`src/rtl/modn_dnctr_if.sv`:
```
// Control and status bundle for the modulo-N down counter.
// The master drives the controls and the slave (the counter) returns the count and status.
interface modn_dnctr_if #(
  parameter int WIDTH = 4
);
  // There is no valid/ready handshake. Each control is a level that is sampled on the rising clock edge.
  // start is sampled in IDLE and DONE, en in RUN, and auto on the terminal edge. load is sampled in every state and has priority.
  logic             start;
  logic             en;
  logic             auto;
  logic             load;
  logic [WIDTH-1:0] load_val;
  logic [WIDTH-1:0] out;
  logic             tc;
  logic             busy;
  logic             done;
  logic             err;

  modport master (
    output start, en, auto, load, load_val,
    input  out, tc, busy, done, err
  );

  modport slave (
    input  start, en, auto, load, load_val,
    output out, tc, busy, done, err
  );
endinterface

```
`src/rtl/modn_dnctr.sv`:
```
// Modulo-N down counter with an IDLE/RUN/DONE control FSM and one-shot or auto-reload modes.
// It also supports a synchronous load with range checking and a sticky error flag.
module modn_dnctr #(
  parameter int N     = 10,
  parameter int WIDTH = 4
) (
  input  logic             clk,
  input  logic             rst,
  modn_dnctr_if.slave      bus,
  output logic [1:0]       dbg_state
);

  typedef enum logic [1:0] {
    S_IDLE = 2'd0,
    S_RUN  = 2'd1,
    S_DONE = 2'd2
  } state_t;

  localparam logic [WIDTH-1:0] MAX = WIDTH'(N - 1);

  state_t           state_q, state_d;
  logic [WIDTH-1:0] out_q, out_d;
  logic             tc_q, tc_d;
  logic             err_q, err_d;

  always_comb begin
    state_d = state_q;
    out_d   = out_q;
    tc_d    = 1'b0;
    err_d   = err_q;
    // A load overrides counting and any state change, including one on the terminal edge.
    if (bus.load) begin
      if (bus.load_val > MAX) begin
        out_d = MAX;
        err_d = 1'b1;
      end else begin
        out_d = bus.load_val;
        err_d = 1'b0;
      end
    end else begin
      case (state_q)
        S_IDLE: if (bus.start) state_d = S_RUN;
        S_RUN: begin
          if (bus.en) begin
            if (out_q == '0) begin
              out_d = MAX;
              tc_d  = 1'b1;
              if (!bus.auto) state_d = S_DONE;
            end else begin
              out_d = out_q - WIDTH'(1);
            end
          end
        end
        S_DONE: if (bus.start) state_d = S_RUN;
        default: state_d = S_IDLE;
      endcase
    end
  end

  always_ff @(posedge clk or posedge rst) begin
    if (rst) begin
      state_q <= S_IDLE;
      out_q   <= MAX;
      tc_q    <= 1'b0;
      err_q   <= 1'b0;
    end else begin
      state_q <= state_d;
      out_q   <= out_d;
      tc_q    <= tc_d;
      err_q   <= err_d;
    end
  end

  assign bus.out   = out_q;
  assign bus.tc    = tc_q;
  assign bus.err   = err_q;
  assign bus.busy  = (state_q == S_RUN);
  assign bus.done  = (state_q == S_DONE);
  assign dbg_state = state_q;

endmodule

```
`src/flat_wrapper.sv`:
```
// flat-port wrapper written by rule: the top's interface ports become plain ports
module modn_dnctr_flat 
#(
  parameter int N     = 10,
  parameter int WIDTH = 4
)
  (clk, rst, dbg_state, bus_start, bus_en, bus_auto, bus_load, bus_load_val, bus_out, bus_tc, bus_busy, bus_done, bus_err);
  modn_dnctr_if #(.WIDTH(WIDTH)) bus_i ();
  input  logic clk;
  input  logic rst;
  output logic [1:0] dbg_state;
  input wire logic [$bits(bus_i.start)-1:0] bus_start;
  input wire logic [$bits(bus_i.en)-1:0] bus_en;
  input wire logic [$bits(bus_i.auto)-1:0] bus_auto;
  input wire logic [$bits(bus_i.load)-1:0] bus_load;
  input wire logic [$bits(bus_i.load_val)-1:0] bus_load_val;
  output wire logic [$bits(bus_i.out)-1:0] bus_out;
  output wire logic [$bits(bus_i.tc)-1:0] bus_tc;
  output wire logic [$bits(bus_i.busy)-1:0] bus_busy;
  output wire logic [$bits(bus_i.done)-1:0] bus_done;
  output wire logic [$bits(bus_i.err)-1:0] bus_err;
  assign bus_i.start = bus_start;
  assign bus_i.en = bus_en;
  assign bus_i.auto = bus_auto;
  assign bus_i.load = bus_load;
  assign bus_i.load_val = bus_load_val;
  assign bus_out = bus_i.out;
  assign bus_tc = bus_i.tc;
  assign bus_busy = bus_i.busy;
  assign bus_done = bus_i.done;
  assign bus_err = bus_i.err;
  modn_dnctr #(.N(N), .WIDTH(WIDTH)) u_core (.clk(clk), .rst(rst), .bus(bus_i), .dbg_state(dbg_state));
endmodule
```
`config.mk`:
```
export PLATFORM = sky130hd
export DESIGN_NAME = modn_dnctr_flat
export DESIGN_NICKNAME = d
export VERILOG_FILES = /design/src/rtl/modn_dnctr_if.sv /design/src/rtl/modn_dnctr.sv /design/src/flat_wrapper.sv
export SDC_FILE = /design/constraint.sdc
export NUM_CORES = 1
export LEC_CHECK = 0
export ABC_AREA = 0
export CORE_AREA = 2 2 39 41
export DETAILED_ROUTE_END_ITERATION = 6
export DIE_AREA = 0 0 41 43
export HOLD_SLACK_MARGIN = 0.15
export PLACE_DENSITY_LB_ADDON = 0.2
export SLEW_MARGIN = 20
export SYNTH_ARGS = -nofsm -noshare
export SYNTH_HDL_FRONTEND = slang
export SYNTH_SLANG_ARGS = --single-unit
```
`constraint.sdc`:
```
create_clock -name clk -period 3.8 [get_ports clk]
set_input_delay 0.76 -clock clk [delete_from_list [all_inputs] [get_ports clk]]
set_output_delay 0.76 -clock clk [all_outputs]
set_load 0.02 [all_outputs]
```
==> impl_metrics.ini <==
[status]
status = finished, final reports clean

[global_routing]
use_met1_pct = 19.0
grt.busiest_layer = met2
grt_pass1_wl_um = 1690
grt_max_degree = 9
overflow = 0
use_met3_pct = 8.90
grt_pass1_vias = 367
grt_use_met2_pct = 20.6
grtUsageTotal_pct = 14.5
antenna_found_initial = 0

[clocking]
cts_sinks = 8
cts_buffer_depth = 2
root_buffer = clkbuf_4
cts_setup_buffers = 0
clock_latency_ns = 0.26
htreeDepth = 1
clk_pin_slew_ns = 0.06
cts_tree = yes
numCtsBuffers = 3
cts_resized = 0
holdBufCountCts = 0

[floorplanning]
start_util_pct = 30.3
die_height_um = 43
core_mm2 = 0.00138
fp-row-count = 14
die_w_um = 41
die_area_mm2 = 0.00176
ios = 20

[yosys]
syn_nets = 53
synth_simple_gate_area_share_pct = 23.3
yosysSeqAreaShare_pct = 48.4
synth_edf_count = 0
synth_top_area_share_pct = 35.8
ys.flop_type = dfrtp_1
synth-xor-area-share_pct = 0
synth_cells = 43
yosys_warnings = 0
ys_top_cells_by_area = dfrtp_1 36%, dfstp_2 13%, o21ai_0 4.8%, a31oi_1 4.5%, inv_1 4.5%
synth.distinct_cells = 23
syn_area_per_cell_um2 = 9.75
ys_async_sr_fraction_pct = 100
synth_top_family_by_area = simple AND/OR/NAND/NOR gates
synth.most_common_cell = dfrtp_1
post_synth_instance_area_um2 = 419
synthAdderAreaFrac_pct = 0
synth_compound_area_share_pct = 20.3
synth_mux_area_share_pct = 2.69
synth_top_area_cell = dfrtp_1
synth_seq_cells = 8
synth_common_cells = 6 x dfrtp_1, 5 x inv_1, 5 x nor2_1, 4 x o21ai_0, 3 x a31oi_1

[layout]
fin_util_pct = 47.1
antenna_cells = 0
syn2layout_area_growth_pct = 55.5
regArea_um2 = 203
multi_input_area_um2 = 194
drive_gt1_share_pct = 13.8
nNetsFinal = 76
stdcell_area_um2 = 652
fillers = 136

[timing]
period_share_pct = 61.8
tightest_slew_ns = 0.347
setup_tns_ns = 0
relSlewSlack_pct = 76.7
period_minus_slack_ns = 2.35
rsz0062_at_grt = false
max_freq_ghz = 0.426
holdWs_ns = 0.506
hold_viol_final = 0
slew_viol_final = 0
setup_viol_count_final = 0
finClkSkew_ns = 0.0126

[critical_path]
cp.required_ns = 3.95
critPathArrivalTime_ns = 2.49
critPathSlowestCell = or4_1
reg2reg_slack_ns = 1.97
crit_fanout = 7
setup.worst_path.start = bus_load
cp_common_cell = or4_1
startpoint_type = input port
r2r-start = u_core.dbg_state[1]$_DFFE_PP0P_
cpPeakStageDelay_ns = 0.56
path_cells = clkdlybuf4s50_1, or4_1, or4_1, a22o_1
reg2reg_depth = 3
crit_cells = 4
r2r_end = u_core.bus.out[2]$_DFFE_PP0P_
cp_top_family = simple AND/OR/NAND/NOR gates
endpoint = u_core.dbg_state[0]$_DFFE_PP0P_
path_class = input port to flip-flop
cp_num_buf_inv = 1
endpoint_kind = flip-flop

[placed_design]
io_buffers = 19
gp_congestion = 0.755
dpl_cell_area_um2 = 626
dp_hpwl_um = 792

[run]
drv_cap = 0

[routing]
vias = 405
drc = 0
antenna_left = 0
wl_um = 1050
drt_iter0_markers = 4
viasPerCell = 5.00
wire_per_inst_um = 12.9
first_pass_iters = 3

[worst_hold_path]
hold_depth = 1
min_path_type = flip-flop to flip-flop

[pwr]
finalPower_mw = 0.298
irDropWorstVdd_v = 0.000188
powerDensity_mw_per_mm2 = 457
p_leak_nw = 0.270
[routing by layer]
| layer | vias up | part of all wire, % |
|---|---|---|
| met5 | - | 0 |
| met4 | 0 | 0 |
| met3 | 0 | 6.7 |
| met2 | 12 | 45 |
| met1 | 189 | 48 |
| li1 | 204 | - |
[cell type report]
cell class,instances,area share [%]
well taps,16,3.07
repair buffers,19,29.2
flip-flops and latches,8,31.1
multi-input cells,29,29.8
inverters,5,2.88
clock buffers,4,4.03
[sequential cells by signal, summed over array words and instances, names as in the netlist]
| name | cells |
|---|---|
| u_core.bus.err | 1 |
| u_core.bus.out | 4 |
| u_core.bus.tc | 1 |
| u_core.dbg_state | 2 |
[cells in the final DEF (no fill, tap or decap), drive strengths merged]
cell / n
nor3: 1
o21ai: 4
o21a: 1
a22o: 1
a21oi: 1
a221o: 1
nor4: 1
nor2: 5
mux2: 1
o31ai: 1
a31oi: 3
nand4bb: 1
or4b: 1
clkdlybuf4s50: 19
clkbuf: 4
a21boi: 1
nand2b: 1
or4: 3
and2b: 2
dfstp: 2
dfrtp: 6
inv: 5
[metrics by stage]
step                cells  setup WS, ns
CTS                    81          1.45
detailed placement     77          1.17
global placement       77          1.23
floorplan              43          1.79
finish                 81          1.45
global route           81          1.40
[kinds of logic (layout without fill, tap and decap cells)]
logic type / Yosys count / in the layout
compound gates: 13 / 13
buf+inv: 6 / 28
flops: 8 / 8
mux: 1 / 1
simple gates: 15 / 15
[report_power, final]
group	total (mW)	switching (mW)	leakage (nW)	internal, mW
logic	0.110	0.0523	0.158	0.0573
registers	0.119	0.0181	0.0961	0.101
clock network	0.0696	0.0294	0.0150	0.0402
[how the worst min path moves through the flow]
stage / start / end / slack (ns)
after floorplan: u_core.bus.out[3]$_DFFE_PP1P_ / u_core.bus.out[3]$_DFFE_PP1P_ / 0.55
after global placement: u_core.bus.err$_DFFE_PP0P_ / u_core.bus.err$_DFFE_PP0P_ / 0.52
after detailed placement: u_core.bus.err$_DFFE_PP0P_ / u_core.bus.err$_DFFE_PP0P_ / 0.50
after CTS: u_core.bus.err$_DFFE_PP0P_ / u_core.bus.err$_DFFE_PP0P_ / 0.51
after global routing: u_core.bus.err$_DFFE_PP0P_ / u_core.bus.err$_DFFE_PP0P_ / 0.51
final: u_core.bus.err$_DFFE_PP0P_ / u_core.bus.err$_DFFE_PP0P_ / 0.51
(Power assumes the default switching activity.)
